$ cat config.mk
export PLATFORM = sky130hd
export DESIGN_NAME = freq_meter_mc_flat
export DESIGN_NICKNAME = d
export VERILOG_FILES = /design/src/rtl/freq_meter_mc_if.sv /design/src/rtl/freq_meter_mc.sv /design/src/flat_wrapper.sv
export SDC_FILE = /design/constraint.sdc
export NUM_CORES = 1
export LEC_CHECK = 0
export CAP_MARGIN = 20
export CORE_ASPECT_RATIO = 1.2
export CORE_MARGIN = 8
export CORE_UTILIZATION = 45
export DETAILED_ROUTE_END_ITERATION = 8
export PLACE_DENSITY = 0.72
export SYNTH_ARGS = -nofsm -noshare
export SYNTH_HDL_FRONTEND = slang
export SYNTH_SLANG_ARGS = --single-unit
$ cat constraint.sdc
create_clock -name clk -period 19.1 [get_ports clk]
set_clock_uncertainty 0.1 [all_clocks]
set_input_delay 3.82 -clock clk [delete_from_list [all_inputs] [get_ports clk]]
set_output_delay 3.82 -clock clk [all_outputs]
set_load 0.02 [all_outputs]
$ cat src/rtl/freq_meter_mc_if.sv
// rtl/freq_meter_mc_if.sv - result bus of freq_meter_mc (latched counts, flags, strobe, gate)
interface freq_meter_mc_if #(
  parameter int CH_NUM    = 4,
  parameter int DIG_WIDTH = 8
);
  logic [CH_NUM*DIG_WIDTH*4-1:0] freq_o;
  logic [CH_NUM-1:0]             ovf_o;
  logic [1:0]                    gate_sel_o;
  logic                          valid_o;
  logic                          gate_o;

  modport master (output freq_o, output ovf_o, output gate_sel_o, output valid_o, output gate_o);
  modport slave  (input  freq_o, input  ovf_o, input  gate_sel_o, input  valid_o, input  gate_o);
endinterface

$ cat src/rtl/freq_meter_mc.sv
// rtl/freq_meter_mc.sv - multi-channel BCD edge counter over a selectable gate window
// Optional FREQ_METER_HOLD_EN adds hold_i, which suppresses the result update in LOCK.
module freq_meter_mc #(
  parameter int CLK_FREQ_HZ = 27000000,
  parameter int CH_NUM      = 4,
  parameter int DIG_WIDTH   = 8,
  parameter int SYNC_STAGES = 2
) (
  input  logic              clk,
  input  logic              rst,
  input  logic [CH_NUM-1:0] sig_i,
  input  logic [1:0]        gate_sel_i,
`ifdef FREQ_METER_HOLD_EN
  input  logic              hold_i,
`endif
  freq_meter_mc_if.master   res_if
);

  localparam int CW = DIG_WIDTH * 4;
  localparam int GW = $clog2(CLK_FREQ_HZ);
  localparam logic [GW-1:0] LOAD_1S    = GW'(CLK_FREQ_HZ - 1);
  localparam logic [GW-1:0] LOAD_100MS = GW'(CLK_FREQ_HZ / 10 - 1);
  localparam logic [GW-1:0] LOAD_10MS  = GW'(CLK_FREQ_HZ / 100 - 1);
  localparam logic [CW-1:0] ALL_NINES  = {DIG_WIDTH{4'h9}};

  typedef enum logic [1:0] {ST_CLEAR, ST_GATE, ST_LOCK} state_t;

  state_t                              state_q, state_d;
  logic [SYNC_STAGES-1:0][CH_NUM-1:0]  sync_q;
  logic [CH_NUM-1:0]                   prev_q;
  logic [CH_NUM-1:0]                   edge_w;
  logic [GW-1:0]                       gate_cnt_q, gate_cnt_d;
  logic [GW-1:0]                       gate_load;
  logic [1:0]                          gsel_q, gsel_d;
  logic [CH_NUM-1:0][CW-1:0]           cnt_q, cnt_d;
  logic [CH_NUM-1:0]                   ovf_q, ovf_d;
  logic                                lock_upd;
  logic [CH_NUM*CW-1:0]                freq_q;
  logic [CH_NUM-1:0]                   ovf_out_q;
  logic [1:0]                          gsel_out_q;
  logic                                valid_q;

  function automatic logic [CW-1:0] bcd_inc(input logic [CW-1:0] v);
    logic [CW-1:0] r;
    logic          carry;
    r     = v;
    carry = 1'b1;
    for (int d = 0; d < DIG_WIDTH; d++) begin
      if (carry) begin
        if (v[d*4 +: 4] == 4'd9) begin
          r[d*4 +: 4] = 4'd0;
        end else begin
          r[d*4 +: 4] = v[d*4 +: 4] + 4'd1;
          carry       = 1'b0;
        end
      end
    end
    return r;
  endfunction

  // Edge pulse appears SYNC_STAGES+1 cycles after the pin changes.
  assign edge_w = sync_q[SYNC_STAGES-1] & ~prev_q;

  always_comb begin
    gate_load = LOAD_1S;
    case (gate_sel_i)
      2'b01:   gate_load = LOAD_100MS;
      2'b10:   gate_load = LOAD_10MS;
      default: gate_load = LOAD_1S;
    endcase
  end

  always_comb begin
    state_d    = state_q;
    gate_cnt_d = gate_cnt_q;
    gsel_d     = gsel_q;
    cnt_d      = cnt_q;
    ovf_d      = ovf_q;
    lock_upd   = 1'b0;
    case (state_q)
      ST_CLEAR: begin
        cnt_d      = '0;
        ovf_d      = '0;
        gsel_d     = gate_sel_i;
        gate_cnt_d = gate_load;
        state_d    = ST_GATE;
      end
      ST_GATE: begin
        for (int c = 0; c < CH_NUM; c++) begin
          if (edge_w[c]) begin
            if (cnt_q[c] == ALL_NINES) ovf_d[c] = 1'b1;
            else                       cnt_d[c] = bcd_inc(cnt_q[c]);
          end
        end
        if (gate_cnt_q == '0) state_d = ST_LOCK;
        else                  gate_cnt_d = gate_cnt_q - 1'b1;
      end
      ST_LOCK: begin
        state_d = ST_CLEAR;
`ifdef FREQ_METER_HOLD_EN
        lock_upd = ~hold_i;
`else
        lock_upd = 1'b1;
`endif
      end
      default: state_d = ST_CLEAR;
    endcase
  end

  always_ff @(posedge clk or posedge rst) begin
    if (rst) begin
      state_q    <= ST_CLEAR;
      sync_q     <= '0;
      prev_q     <= '0;
      gate_cnt_q <= '0;
      gsel_q     <= '0;
      cnt_q      <= '0;
      ovf_q      <= '0;
      freq_q     <= '0;
      ovf_out_q  <= '0;
      gsel_out_q <= '0;
      valid_q    <= 1'b0;
    end else begin
      state_q    <= state_d;
      sync_q     <= {sync_q[SYNC_STAGES-2:0], sig_i};
      prev_q     <= sync_q[SYNC_STAGES-1];
      gate_cnt_q <= gate_cnt_d;
      gsel_q     <= gsel_d;
      cnt_q      <= cnt_d;
      ovf_q      <= ovf_d;
      valid_q    <= lock_upd;
      if (lock_upd) begin
        freq_q     <= cnt_q;
        ovf_out_q  <= ovf_q;
        gsel_out_q <= gsel_q;
      end
    end
  end

  assign res_if.freq_o     = freq_q;
  assign res_if.ovf_o      = ovf_out_q;
  assign res_if.gate_sel_o = gsel_out_q;
  assign res_if.valid_o    = valid_q;
  assign res_if.gate_o     = (state_q == ST_GATE);

endmodule

$ cat src/flat_wrapper.sv
// flat-port wrapper written by rule: the top's interface ports become plain ports
module freq_meter_mc_flat 
#(
  parameter int CLK_FREQ_HZ = 27000000,
  parameter int CH_NUM      = 4,
  parameter int DIG_WIDTH   = 8,
  parameter int SYNC_STAGES = 2
)
  (clk, rst, sig_i, gate_sel_i, res_if_freq_o, res_if_ovf_o, res_if_gate_sel_o, res_if_valid_o, res_if_gate_o);
  freq_meter_mc_if #(.CH_NUM(CH_NUM), .DIG_WIDTH(DIG_WIDTH)) res_if_i ();
  input  logic clk;
  input  logic rst;
  input  logic [CH_NUM-1:0] sig_i;
  input  logic [1:0] gate_sel_i;
  output wire logic [$bits(res_if_i.freq_o)-1:0] res_if_freq_o;
  output wire logic [$bits(res_if_i.ovf_o)-1:0] res_if_ovf_o;
  output wire logic [$bits(res_if_i.gate_sel_o)-1:0] res_if_gate_sel_o;
  output wire logic [$bits(res_if_i.valid_o)-1:0] res_if_valid_o;
  output wire logic [$bits(res_if_i.gate_o)-1:0] res_if_gate_o;
  assign res_if_freq_o = res_if_i.freq_o;
  assign res_if_ovf_o = res_if_i.ovf_o;
  assign res_if_gate_sel_o = res_if_i.gate_sel_o;
  assign res_if_valid_o = res_if_i.valid_o;
  assign res_if_gate_o = res_if_i.gate_o;
  freq_meter_mc #(.CLK_FREQ_HZ(CLK_FREQ_HZ), .CH_NUM(CH_NUM), .DIG_WIDTH(DIG_WIDTH), .SYNC_STAGES(SYNC_STAGES)) u_core (.clk(clk), .rst(rst), .sig_i(sig_i), .gate_sel_i(gate_sel_i), .res_if(res_if_i));
endmodule
==> out/metrics.yaml <==
outcome:
  status: "completed"
clocking:
  htreeDepth: 1
  ctsHoldBuffers: 0
  cts_tree: "built"
  cts-root-buf: "clkbuf_16"
  numCtsBuffers: 31
  clock_latency_ns: 0.56
  cts_resized: 0
  cts_max_path_buffers: 3
  post_cts_buffers: 0
  clk_pin_slew_worst_paths_ns: 0.06
  cts_num_sinks: 308
logic_synthesis:
  synth_async_sr_flop_share_pct: 100.0
  synth-seq-cells: 308
  synth_ff_type: "dfrtp_1"
  synth.net_count: 1690
  avgSynthCellArea_um2: 9.149
  syn_inst: 1612
  synthDistinctLibCells: 65
  ys_warn_count: 0
  netlist_area_um2: 14750
  synth_edf_count: 0
  seq_area_frac_synth_pct: 52.26
floorplanning:
  io_pins: 144
  die_area_um2: 38850
  fp.dieW_um: 181.3
  initial_core_util_pct: 45.73
  coreArea_um2: 32250
  rows: 72
  die_h_um: 214.3
min_path:
  holdPathStages: 0
  hp-class: "reg -> reg"
route:
  drt_pre_antenna_iters: 5
  ant_nets: 0
  detail_route.vias_per_cell: 5.569
  wl_per_cell_um: 16.68
  routed_wirelength_um: 35980
  drt_iter0_markers: 865
  drc_errors: 0
  vias: 12010
setup_path:
  critical_path_required_ns: 15.18
  path_max_fanout: 13
  crit_type: "reg -> out"
  r2r.worst_path.cells: 7
  endpoint: "res_if_gate_o"
  endpoint_kind: "output pin"
  reg2reg_slack_ns: 15.15
  reg2reg_from: "u_core.state_q[0]"
  cp.arrival_ns: 2.00
  critPathLaunchType: "register"
  crit_path_start: "u_core.state_q[1]"
  rr_endpoint: "u_core.res_if.gate_sel_o[1]"
sta:
  setup_viol: 0
  finalCritPeriodShare_pct: 31.01
  setup_slack_ns: 13.18
  finalMaxSlewViolations: 0
  timing.fmax_mhz: 168.8
  rsz0062_at_grt: "no"
  final.setup.tns_ns: 0
  slew_headroom_pct: 31.18
  hold_violations: 0
  worst_pin_slew_ns: 1.032
  min_period_ns: 5.923
cells_and_area:
  multi_input_area_um2: 6610
  final-seq-area_um2: 7707
  post-route-util_pct: 54.16
  postLayoutCellArea_um2: 17470
  layout-drive-gt1-share_pct: 4.857
  nets: 1809
  antenna_cells: 0
  fillers: 2893
  final_cell_mix: "467 x nand2_1, 308 x dfrtp_1, 143 x clkdlybuf4s50_1, 128 x o21ai_0, 70 x ha_1"
  syn_to_final_growth_pct: 18.43
  layout_commonest_cell: "nand2_1"
grt:
  grt_pass1_wl_um: 60650
  grt_use_total_pct: 18.28
  grt_start_max_net_pins: 181
  grt_pass1_vias: 11980
  antenna_found_initial: 0
  grt_overflow_total: 0
placement:
  place_congestion: 0.8188
  pre_cts_ws_ns: 12.99
  port_buffers: 143
  dp_hpwl_um: 23630
  place_area_um2: 16530
power_and_ir_drop:
  leakage_nw: 8.082
  p_per_area_nw_per_um2: 79.38
  p_total_w: 0.001386
  irDropWorstVdd_uv: 62.28
flow_run:
  maxCapViolCount: 0
## per-layer routing
layer / vias to the layer above / track usage, % / routed length [µm]
li1: 5820 / - / -
met1: 5908 / 23.11 / 15830
met2: 236 / 31.70 / 17800
met3: 48 / 2.814 / 1639
met4: 0 / 5.747 / 703
met5: - / 0 / 0
## cell usage after synthesis, types with 8 or more instances
cell type / number / share of area [%]
nand2_1: 469 / 12
dfrtp_1: 308 / 52
o21ai_0: 128 / 4.3
ha_1: 70 / 5.9
nor2_1: 70 / 1.8
nand3_1: 63 / 2.1
clkbuf_1: 55 / 1.4
inv_1: 46 / 1.2
o31ai_1: 40 / 2.0
nor3_1: 38 / 1.3
a21oi_1: 35 / 1.2
nand3b_1: 34 / 1.7
or4_1: 19 / 0.97
and3_1: 17 / 0.72
o21ai_1: 17 / 0.58
nand2b_1: 16 / 0.68
nor4_1: 15 / 0.64
o41ai_1: 14 / 0.83
a21o_1: 12 / 0.61
nand4_1: 12 / 0.51
or3_1: 10 / 0.42
mux2i_1: 9 / 0.61
o211ai_1: 8 / 0.41
## state kept, by name, indices dropped and copies added (netlist names)
name,count
u_core.res_if.gate_sel_o,2
u_core.res_if.ovf_o,4
u_core.state_q,2
u_core.gate_cnt_q,25
u_core.gsel_q,2
u_core.prev_q,4
u_core.res_if.freq_o,128
u_core.ovf_q,4
u_core.res_if.valid_o,1
u_core.cnt_q,128
u_core.sync_q,8
## worst min path at each step
| stage | start | endpoint | slack [ns] |
|---|---|---|---|
| floorplan | u_core.sync_q[0] | u_core.sync_q[4] | 0.23 |
| global placement | u_core.sync_q[0] | u_core.sync_q[4] | 0.23 |
| detailed placement | u_core.sync_q[0] | u_core.sync_q[4] | 0.23 |
| CTS | u_core.sync_q[3] | u_core.sync_q[7] | 0.25 |
| global route | u_core.sync_q[0] | u_core.sync_q[4] | 0.25 |
| finish | u_core.sync_q[3] | u_core.sync_q[7] | 0.24 |
## final cells by class
class	count	share of cell area [%]
clock buffers	46	5.165
multi-input cells	1189	37.85
clock inverters	6	0.1863
repair buffers	152	8.654
inverters	49	1.103
flip-flops and latches	308	44.13
well taps	407	2.916
## power breakdown
group          leakage (nW)  switching (W)  internal (W)
Sequential             4.15      0.0000357      0.000681
Combinational          3.47      0.0000608     0.0000391
Clock                 0.461       0.000248      0.000322
Total                  8.08       0.000344       0.00104
## worst max-delay path: stages (launching register included)
cell,delay (ns)
dfrtp_1,0.38
inv_2,0.27
nand2_2,0.11
inv_2,0.08
clkdlybuf4s50_1,0.60
## stage by stage
stage / cells / hold WS [ns]
floorplan: 1612 / 0.2312
global placement: 2105 / 0.2311
detailed placement: 2105 / 0.2347
CTS: 2157 / 0.2466
global route: 2157 / 0.2550
finish: 2157 / 0.2442
## cells by family (layout without fill, tap and decap cells)
logic type / count (synthesis) / after routing / share of synthesized area, %
simple gates: 802 / 802 / 25.04
fa+ha+maj: 70 / 70 / 5.939
mux: 11 / 11 / 0.7636
xor+xnor: 4 / 4 / 0.2376
compound gates: 302 / 302 / 12.76
flops: 308 / 308 / 52.26
buf+inv: 115 / 253 / 3.003
Note: power is estimated with default switching activity, not from simulation.
